`src/rtl/sram_dma_pkg.sv`:
```
// Shared types and constants for the SRAM block-transfer engine.
package sram_dma_pkg;

  localparam int ADDR_W = 16;
  localparam int DATA_W = 8;

  localparam logic MODE_COPY = 1'b0;
  localparam logic MODE_FILL = 1'b1;

  typedef enum logic [2:0] {
    IDLE,
    REQ,
    RD,
    WR,
    GAP,
    DONE
  } state_e;

endpackage

```
`src/rtl/sram_dma.sv`:
```
// Bus-master block copy/fill engine for the 16-bit address / 8-bit data SRAM bus.
// Owns the bus through a bus_req/bus_ack handshake and can yield it between bytes.
module sram_dma
  import sram_dma_pkg::*;
#(
  parameter int WAIT_CYCLES = 1
) (
  input  logic              clk,
  input  logic              rst,
  input  logic              start,
  input  logic              mode,
  input  logic [ADDR_W-1:0] src_addr,
  input  logic [ADDR_W-1:0] dst_addr,
  input  logic [ADDR_W-1:0] length,
  input  logic [DATA_W-1:0] fill_data,
  output logic              busy,
  output logic              done,
  output logic              bus_req,
  input  logic              bus_ack,
  output logic [ADDR_W-1:0] mem_ad,
  output logic [DATA_W-1:0] mem_do,
  input  logic [DATA_W-1:0] mem_di,
  output logic              mem_rw,
  output logic              mem_cs
);

  localparam int WCW = (WAIT_CYCLES > 1) ? $clog2(WAIT_CYCLES) : 1;
  localparam logic [WCW-1:0] WLAST = WCW'(WAIT_CYCLES - 1);

  state_e            state_q, state_d;
  logic [WCW-1:0]    wcnt_q, wcnt_d;
  logic [ADDR_W-1:0] src_q, src_d;
  logic [ADDR_W-1:0] dst_q, dst_d;
  logic [ADDR_W-1:0] cnt_q, cnt_d;
  logic [DATA_W-1:0] data_q, data_d;
  logic [DATA_W-1:0] fill_q, fill_d;
  logic              mode_q, mode_d;
  logic              wlast;

  assign wlast = (wcnt_q == WLAST);

  always_comb begin
    state_d = state_q;
    wcnt_d  = wcnt_q;
    src_d   = src_q;
    dst_d   = dst_q;
    cnt_d   = cnt_q;
    data_d  = data_q;
    fill_d  = fill_q;
    mode_d  = mode_q;
    case (state_q)
      IDLE: begin
        if (start) begin
          mode_d  = mode;
          src_d   = src_addr;
          dst_d   = dst_addr;
          cnt_d   = length;
          fill_d  = fill_data;
          state_d = (length == '0) ? DONE : REQ;
        end
      end
      REQ: begin
        if (bus_ack) begin
          wcnt_d  = '0;
          state_d = (mode_q == MODE_FILL) ? WR : RD;
        end
      end
      RD: begin
        if (wlast) begin
          data_d  = mem_di;
          wcnt_d  = '0;
          state_d = WR;
        end else begin
          wcnt_d = wcnt_q + 1'b1;
        end
      end
      WR: begin
        if (wlast) begin
          src_d   = src_q + 1'b1;
          dst_d   = dst_q + 1'b1;
          cnt_d   = cnt_q - 1'b1;
          state_d = GAP;
        end else begin
          wcnt_d = wcnt_q + 1'b1;
        end
      end
      GAP: begin
        // Grant is only re-examined here, so a withdrawn ack parks the engine in REQ.
        if (cnt_q == '0) begin
          state_d = DONE;
        end else if (bus_ack) begin
          wcnt_d  = '0;
          state_d = (mode_q == MODE_FILL) ? WR : RD;
        end else begin
          state_d = REQ;
        end
      end
      DONE:    state_d = IDLE;
      default: state_d = IDLE;
    endcase
  end

  // Outputs are decoded from the next state so every port comes straight from a flop.
  always_ff @(posedge clk or posedge rst) begin
    if (rst) begin
      state_q <= IDLE;
      wcnt_q  <= '0;
      busy    <= 1'b0;
      done    <= 1'b0;
      bus_req <= 1'b0;
      mem_cs  <= 1'b0;
      mem_rw  <= 1'b1;
      mem_ad  <= '0;
      mem_do  <= '0;
    end else begin
      state_q <= state_d;
      wcnt_q  <= wcnt_d;
      busy    <= (state_d != IDLE);
      done    <= (state_d == DONE);
      bus_req <= (state_d inside {REQ, RD, WR, GAP});
      mem_cs  <= (state_d inside {RD, WR});
      mem_rw  <= (state_d != WR);
      case (state_d)
        RD: begin
          mem_ad <= src_d;
          mem_do <= '0;
        end
        WR: begin
          mem_ad <= dst_d;
          mem_do <= (mode_d == MODE_FILL) ? fill_d : data_d;
        end
        GAP: ;
        default: begin
          mem_ad <= '0;
          mem_do <= '0;
        end
      endcase
    end
  end

  // Transfer parameters only matter once launched, so they carry no reset.
  always_ff @(posedge clk) begin
    src_q  <= src_d;
    dst_q  <= dst_d;
    cnt_q  <= cnt_d;
    data_q <= data_d;
    fill_q <= fill_d;
    mode_q <= mode_d;
  end

endmodule

```
`config.mk`:
```
export PLATFORM = sky130hd
export DESIGN_NAME = sram_dma
export DESIGN_NICKNAME = d
export VERILOG_FILES = /design/src/rtl/sram_dma_pkg.sv /design/src/rtl/sram_dma.sv
export SDC_FILE = /design/constraint.sdc
export NUM_CORES = 1
export LEC_CHECK = 0
export ABC_AREA = 1
export CORE_ASPECT_RATIO = 1.2
export CORE_MARGIN = 2
export CORE_UTILIZATION = 30
export CTS_BUF_LIST = sky130_fd_sc_hd__clkbuf_16
export CTS_CLUSTER_DIAMETER = 80
export CTS_CLUSTER_SIZE = 12
export DETAILED_ROUTE_END_ITERATION = 6
export REMOVE_ABC_BUFFERS = 1
export SLEW_MARGIN = 20
export SYNTH_ARGS = -nofsm -noshare
export SYNTH_HDL_FRONTEND = slang
export SYNTH_SLANG_ARGS = --single-unit
```
`constraint.sdc`:
```
create_clock -name clk -period 2.9 [get_ports clk]
set_input_delay 0.29 -clock clk [delete_from_list [all_inputs] [get_ports clk]]
set_output_delay 0.29 -clock clk [all_outputs]
set_load 0.03 [all_outputs]
```
==> impl_metrics.yaml, run 1 <==
place:
  place_hpwl_um: 11270
  placedCellCount: 1096
  gp_congestion: 0.7919
  numPortBuffers: 97
worst_setup_path:
  cpMaxStageDelayCell: "a21oi_4"
  path_buf_inv: 3
  cp-startpoint: "state_q[1]"
  cp-end-kind: "flop"
  rrSetupSlack_ns: 0.83
  path_class: "reg -> reg"
  crit_path_end: "mem_ad[13]"
  r2r-start: "state_q[1]"
  crit_required_ns: 3.17
  cp_common_cell: "nand3_1"
  worstReg2RegEnd: "mem_ad[13]"
  crit_family: "simple AND/OR/NAND/NOR gates"
  cp_max_fo: 16
  crit_path_cell_trace: "inv_2, nor3_4, buf_4, inv_4, nand2_1, nor2_2, nand2_4, a21oi_4, nand3_1, nand3_1"
  slowest_delay_ns: 0.51
  crit_path_start_kind: "flop"
  worst_r2r_path_depth: 10
  arrival_ns: 2.35
  cp_num_cells: 10
sta:
  setup_viol: 0
  fin_tns_setup_ns: 0
  slew_viol_final: 0
  fin_crit_ns: 2.073
  max_freq_mhz: 482.3
  rsz0062_at_grt: "false"
  hold_viol: 0
  maxSlewHeadroom: 0.5800
  post-route-period-util: 0.7150
  worstMarginPinSlew_ns: 0.6287
  finClkSkew_ns: 0.008704
clock_network:
  clockBufferDepth: 2
  cts_tree: "yes"
  post-cts-setup-buffers: 0
  cts_resized: 0
  root_buffer: "clkbuf_16"
  clk_latency_ns: 0.34
  ctsHoldBuffers: 0
  cts_buffers: 9
  htree_levels: 3
  cts_num_sinks: 97
  clkTransAtPathRegs_ns: 0.07
synthesis:
  async_flop_share: 0.3299
  yosysTopAreaCellShare: 0.1833
  syn-instance-count: 790
  synth.most_common_cell: "nand2_1"
  synth.avg_cell_area_um2: 6.896
  yosysTopAreaCell: "nand2_1"
  yosys-top-cells-area: "nand2_1 18%, dfxtp_1 18%, dfrtp_1 14%"
  syn_area_um2: 5448
  ys_warn_count: 0
  synth-seq-cells: 97
  synth_flop_cell: "dfxtp_1"
  synth_edf_count: 16
  synth_cell_types: 40
  synthTopCellsByCount: "266 x nand2_1, 95 x nor2_1, 70 x nand3_1, 66 x inv_1, 49 x dfxtp_1"
  yosysSeqAreaShare: 0.4155
cells_and_area:
  syn_to_final_growth_pct: 27.33
  fillers: 1916
  diodes: 0
  drive_gt1_frac: 0.07320
  fin_cells: 1112
  final_nets: 955
power_and_ir_drop:
  clockPowerShare: 0.156
  power_w: 0.007317
  p_int_w: 0.003940
  seqPwrFrac: 0.341
  swShare: 0.4615
  combPwrFrac: 0.503
  p_sw_w: 0.003377
  vdd_drop_max_mv: 0.4383
  power.leakage_nw: 3.124
  p_per_area_nw_per_um2: 1055
routing:
  ant_nets: 0
  first_iter_violations: 354
  wl_per_cell_um: 13.92
  vias: 5228
  drc: 0
  vias_per_cell: 4.701
  wirelength_um: 15480
  first_pass_iters: 5
global_route:
  grt_pass1_vias: 5055
  antenna_found_initial: 0
  grt_max_degree: 46
  grt_usage: 0.1616
  grt_pass1_wl_um: 24940
  overflow: 0
floorplanning:
  fp.dieH_um: 151.6
  rows: 54
  io_pins: 98
  dieArea_um2: 19260
  core-area_um2: 17970
  die_w_um: 127.0
  start_util: 0.3031
outcome:
  status: "finished clean"
run:
  drv_cap: 0
worst_hold_path:
  hold_path.class: "in -> async"
## area by class of cell
cell class / count / area (um^2) / area share
clock buffers: 9 / 225.2 / 0.03247
clock inverters: 7 / 53.80 / 0.007756
inverters: 71 / 271.5 / 0.03914
multi-input cells: 596 / 2764 / 0.3984
flip-flops and latches: 97 / 2263 / 0.3263
well taps: 224 / 280.3 / 0.04040
repair buffers: 108 / 1079 / 0.1555
## layer usage
layer | share of wire | wire (um) | GRT usage
met2 | 0.48 | 7365 | 0.2707
met4 | 0.023 | 363 | 0.06264
met3 | 0.033 | 505 | 0.02458
met5 | 0 | 0 | 0
met1 | 0.47 | 7245 | 0.2108
## worst min-delay path, stage by stage
cell and delay (ns):
clkdlybuf4s50_1 0.39, inv_1 0.05, buf_4 0.39
## worst min-delay path by stage
stage / start / to / slack (ns)
2_1_floorplan: rst / bus_req / 0.41
3_3_place_gp: fill_q[5] / fill_q[5] / 0.44
3_5_place_dp: fill_q[1] / fill_q[1] / 0.44
4_1_cts: rst / mem_do[1] / 0.36
5_1_grt: rst / mem_do[1] / 0.38
6_report: rst / mem_do[1] / 0.34
## flip-flops by register name, summed over array words and instances, names as in the netlist
register  count
mode_q        1
state_q       3
mem_do        8
data_q        8
busy          1
mem_ad       16
src_q        16
done          1
cnt_q        16
bus_req       1
dst_q        16
mem_cs        1
mem_rw        1
fill_q        8
## power groups by stage
stage / Sequential (W) / Clock [W] / Combinational (W)
finish: 0.00249 / 0.00114 / 0.00368
global route: 0.00256 / 0.00122 / 0.00419
CTS: 0.00249 / 0.00116 / 0.00371
detailed placement: 0.00251 / 0 / 0.00369
global placement: 0.00251 / 0 / 0.00366
floorplan: 0.00263 / 0 / 0.00228
## through the flow
stage	instance area [um^2]	hold WS, ns	worst slack, ns	utilization
after detailed placement	6658	0.4357	0.5242	0.3704
after CTS	6937	0.3600	0.7981	0.3860
final	6937	0.3428	0.8266	0.3860
after global placement	6658	0.4358	0.5561	0.3704
after global routing	6937	0.3813	0.6137	0.3860
after floorplan	5299	0.4055	0.4521	-
## cell families (layout without fill, tap and decap cells)
logic type | Yosys count | in the layout | synth area share
flip-flops | 97 | 97 | 0.4155
AND/OR/NAND/NOR | 486 | 486 | 0.3856
AO/OA/AOI/OAI | 99 | 99 | 0.1020
buffers and inverters | 97 | 195 | 0.07717
XOR/XNOR | 8 | 8 | 0.01286
adder cells (fa/ha/maj) | 3 | 3 | 0.006891
## cells in the final DEF (no fill, tap or decap), types with 2 or more instances in the layout
master	instances
ha_1	3
buf_12	2
clkbuf_16	9
o21bai_1	4
xnor2_1	5
clkdlybuf4s50_1	97
nand3_2	9
nor4_1	2
edfxtp_1	16
nor2_2	2
buf_4	9
dfxtp_1	49
and2_1	9
o211ai_1	4
inv_1	66
o21ai_0	46
or2_2	3
dfrtp_1	31
a21oi_1	29
nand2_4	2
xor2_1	3
inv_6	2
a21boi_0	5
nand4_1	10
nor2_1	95
nand2_2	13
nor3_1	3
inv_4	2
nand3_1	70
inv_2	4
a31oi_1	6
nand2_1	266
No activity file was read; power rests on OpenSTA's default activity.
==> inputs of run 2 (changes only) <==
==> constraint.sdc (replaced) <==
create_clock -name clk -period 1.8 [get_ports clk]
set_input_delay 0.18 -clock clk [delete_from_list [all_inputs] [get_ports clk]]
set_output_delay 0.18 -clock clk [all_outputs]
set_load 0.03 [all_outputs]
==> run 2 against run 1 <==
  * Register-to-register slack worse by 0.72 ns
  * Sequential share of layout area is 2.6 points lower
  * Sequential power increased by 58%
  * Final cell count increased by 4.8%
  * Power rose by 79%
  * Critical endpoint is now mem_rw
  * Highest routed layer unchanged
==> impl_metrics.yaml, run 2 (synthesis gave the netlist of run 1 again) <==
power_and_ir_drop:
  swShare: 0.4457
  vdd_drop_max_mv: 0.6623
  p_sw_w: 0.005846
  p_int_w: 0.007271
  seqPwrFrac: 0.301
  combPwrFrac: 0.556
  power.leakage_nw: 3.412
  clockPowerShare: 0.143
  p_per_area_nw_per_um2: 1741
worst_setup_path:
  rrSetupSlack_ns: 0.11
  crit_family: "buffers and inverters"
  crit_required_ns: 1.62
  crit_path_start_kind: "flop"
  worstReg2RegEnd: "mem_ad[3]"
  cpMaxStageDelayCell: "clkdlybuf4s50_1"
  cp_max_fo: 1
  path_buf_inv: 1
  crit_path_cell_trace: "clkdlybuf4s50_1"
  path_class: "reg -> out"
  r2r-start: "state_q[0]"
  slowest_delay_ns: 0.66
  worst_r2r_path_depth: 12
  cp-end-kind: "output port"
  arrival_ns: 1.53
clock_network:
  root_buffer: "clkbuf_16"
  clockBufferDepth: 2
  htree_levels: 3
  cts_tree: "yes"
  clk_latency_ns: 0.35
  cts_num_sinks: 97
  ctsHoldBuffers: 0
  clkTransAtPathRegs_ns: 0.08
  cts_buffers: 9
global_route:
  grt_pass1_wl_um: 25240
  grt_usage: 0.1641
  overflow: 0
  grt_pass1_vias: 5140
  grt_max_degree: 42
  antenna_found_initial: 0
floorplanning:
  io_pins: 98
  fp.dieH_um: 151.6
  dieArea_um2: 19260
  start_util: 0.3031
  rows: 54
  die_w_um: 127.0
  core-area_um2: 17970
routing:
  wl_per_cell_um: 13.74
  first_iter_violations: 196
  vias_per_cell: 4.681
  drc: 0
  vias: 5453
  ant_nets: 0
  first_pass_iters: 4
  wirelength_um: 16010
cells_and_area:
  fin_cells: 1165
  final_nets: 1008
  syn_to_final_growth_pct: 38.31
  final_area_um2: 7535
  diodes: 0
  final_common_cell: "nand2_1"
  final_cell_mix: "264 x nand2_1, 97 x clkdlybuf4s50_1, 84 x nor2_1"
  drive_gt1_frac: 0.1583
sta:
  hold_viol: 0
  worstMarginPinSlew_ns: 0.4362
  max_freq_mhz: 584.5
  fin_tns_setup_ns: 0
  finClkSkew_ns: 0.01214
  maxSlewHeadroom: 0.7092
  fin_crit_ns: 1.711
  setup_viol: 0
  slew_viol_final: 0
  fin_ws_ns: 0.08903
  post-route-period-util: 0.9505
place:
  gp_congestion: 0.8560
  place_hpwl_um: 11920
  numPortBuffers: 97
  dpl_cell_area_um2: 7056
  dp_slack_ns: -0.3973
  placedCellCount: 1144
worst_hold_path:
  hold_path.class: "in -> async"
outcome:
  status: "finished clean"
run:
  drv_cap: 0
-- run 2: worst max-delay path by stage --
stage,slack (ns),cells after the start,start,endpoint
6_report,0.09,1,mem_rw,mem_rw
5_1_grt,-0.04,9,src_q[1],mem_ad[8]
4_1_cts,0.04,12,cnt_q[0],bus_req
3_5_place_dp,-0.40,9,start,mem_ad[15]
3_3_place_gp,-0.33,9,start,mem_ad[14]
2_1_floorplan,-0.65,9,state_q[2],mem_ad[11]
-- run 2: repair_timing --
action,CTS,global route
setup buffers,3,1
pin swaps,1,6
setup endpoints to repair,26,31
gates cloned,0,1
resized for setup,7,34
-- run 2: final cells by class --
class	count	area (um^2)
inverters	71	271.5
well taps	224	280.3
multi-input cells	596	2880
clock inverters	7	58.81
flip-flops and latches	97	2263
clock buffers	9	225.2
repair buffers	161	1555
fillers	1849	10440
-- run 2: through the flow --
stage                 util  power [W]  hold WS, ns
detailed placement  0.3926    0.01071       0.4394
finish              0.4192    0.01312       0.2271
floorplan                -   0.007918       0.2955
CTS                 0.4119    0.01275       0.2415
global route        0.4192    0.01421       0.2886
global placement    0.3926    0.01065       0.4349
-- run 2: metal layers --
| layer | vias to the layer above | share of wire | track usage |
|---|---|---|---|
| met2 | 120 | 0.48 | 0.2763 |
| met3 | 25 | 0.033 | 0.02037 |
| met5 | - | 0 | 0 |
| li1 | 2839 | - | - |
| met1 | 2469 | 0.46 | 0.2167 |
| met4 | 0 | 0.024 | 0.06154 |
-- run 2: power by group through the flow --
stage / Clock, W / Combinational [W] / Sequential (W)
global placement: 0 / 0.00669 / 0.00395
finish: 0.00188 / 0.00729 / 0.00394
floorplan: 0 / 0.00368 / 0.00424
detailed placement: 0 / 0.00675 / 0.00396
CTS: 0.00192 / 0.00691 / 0.00392
global route: 0.00200 / 0.00816 / 0.00405
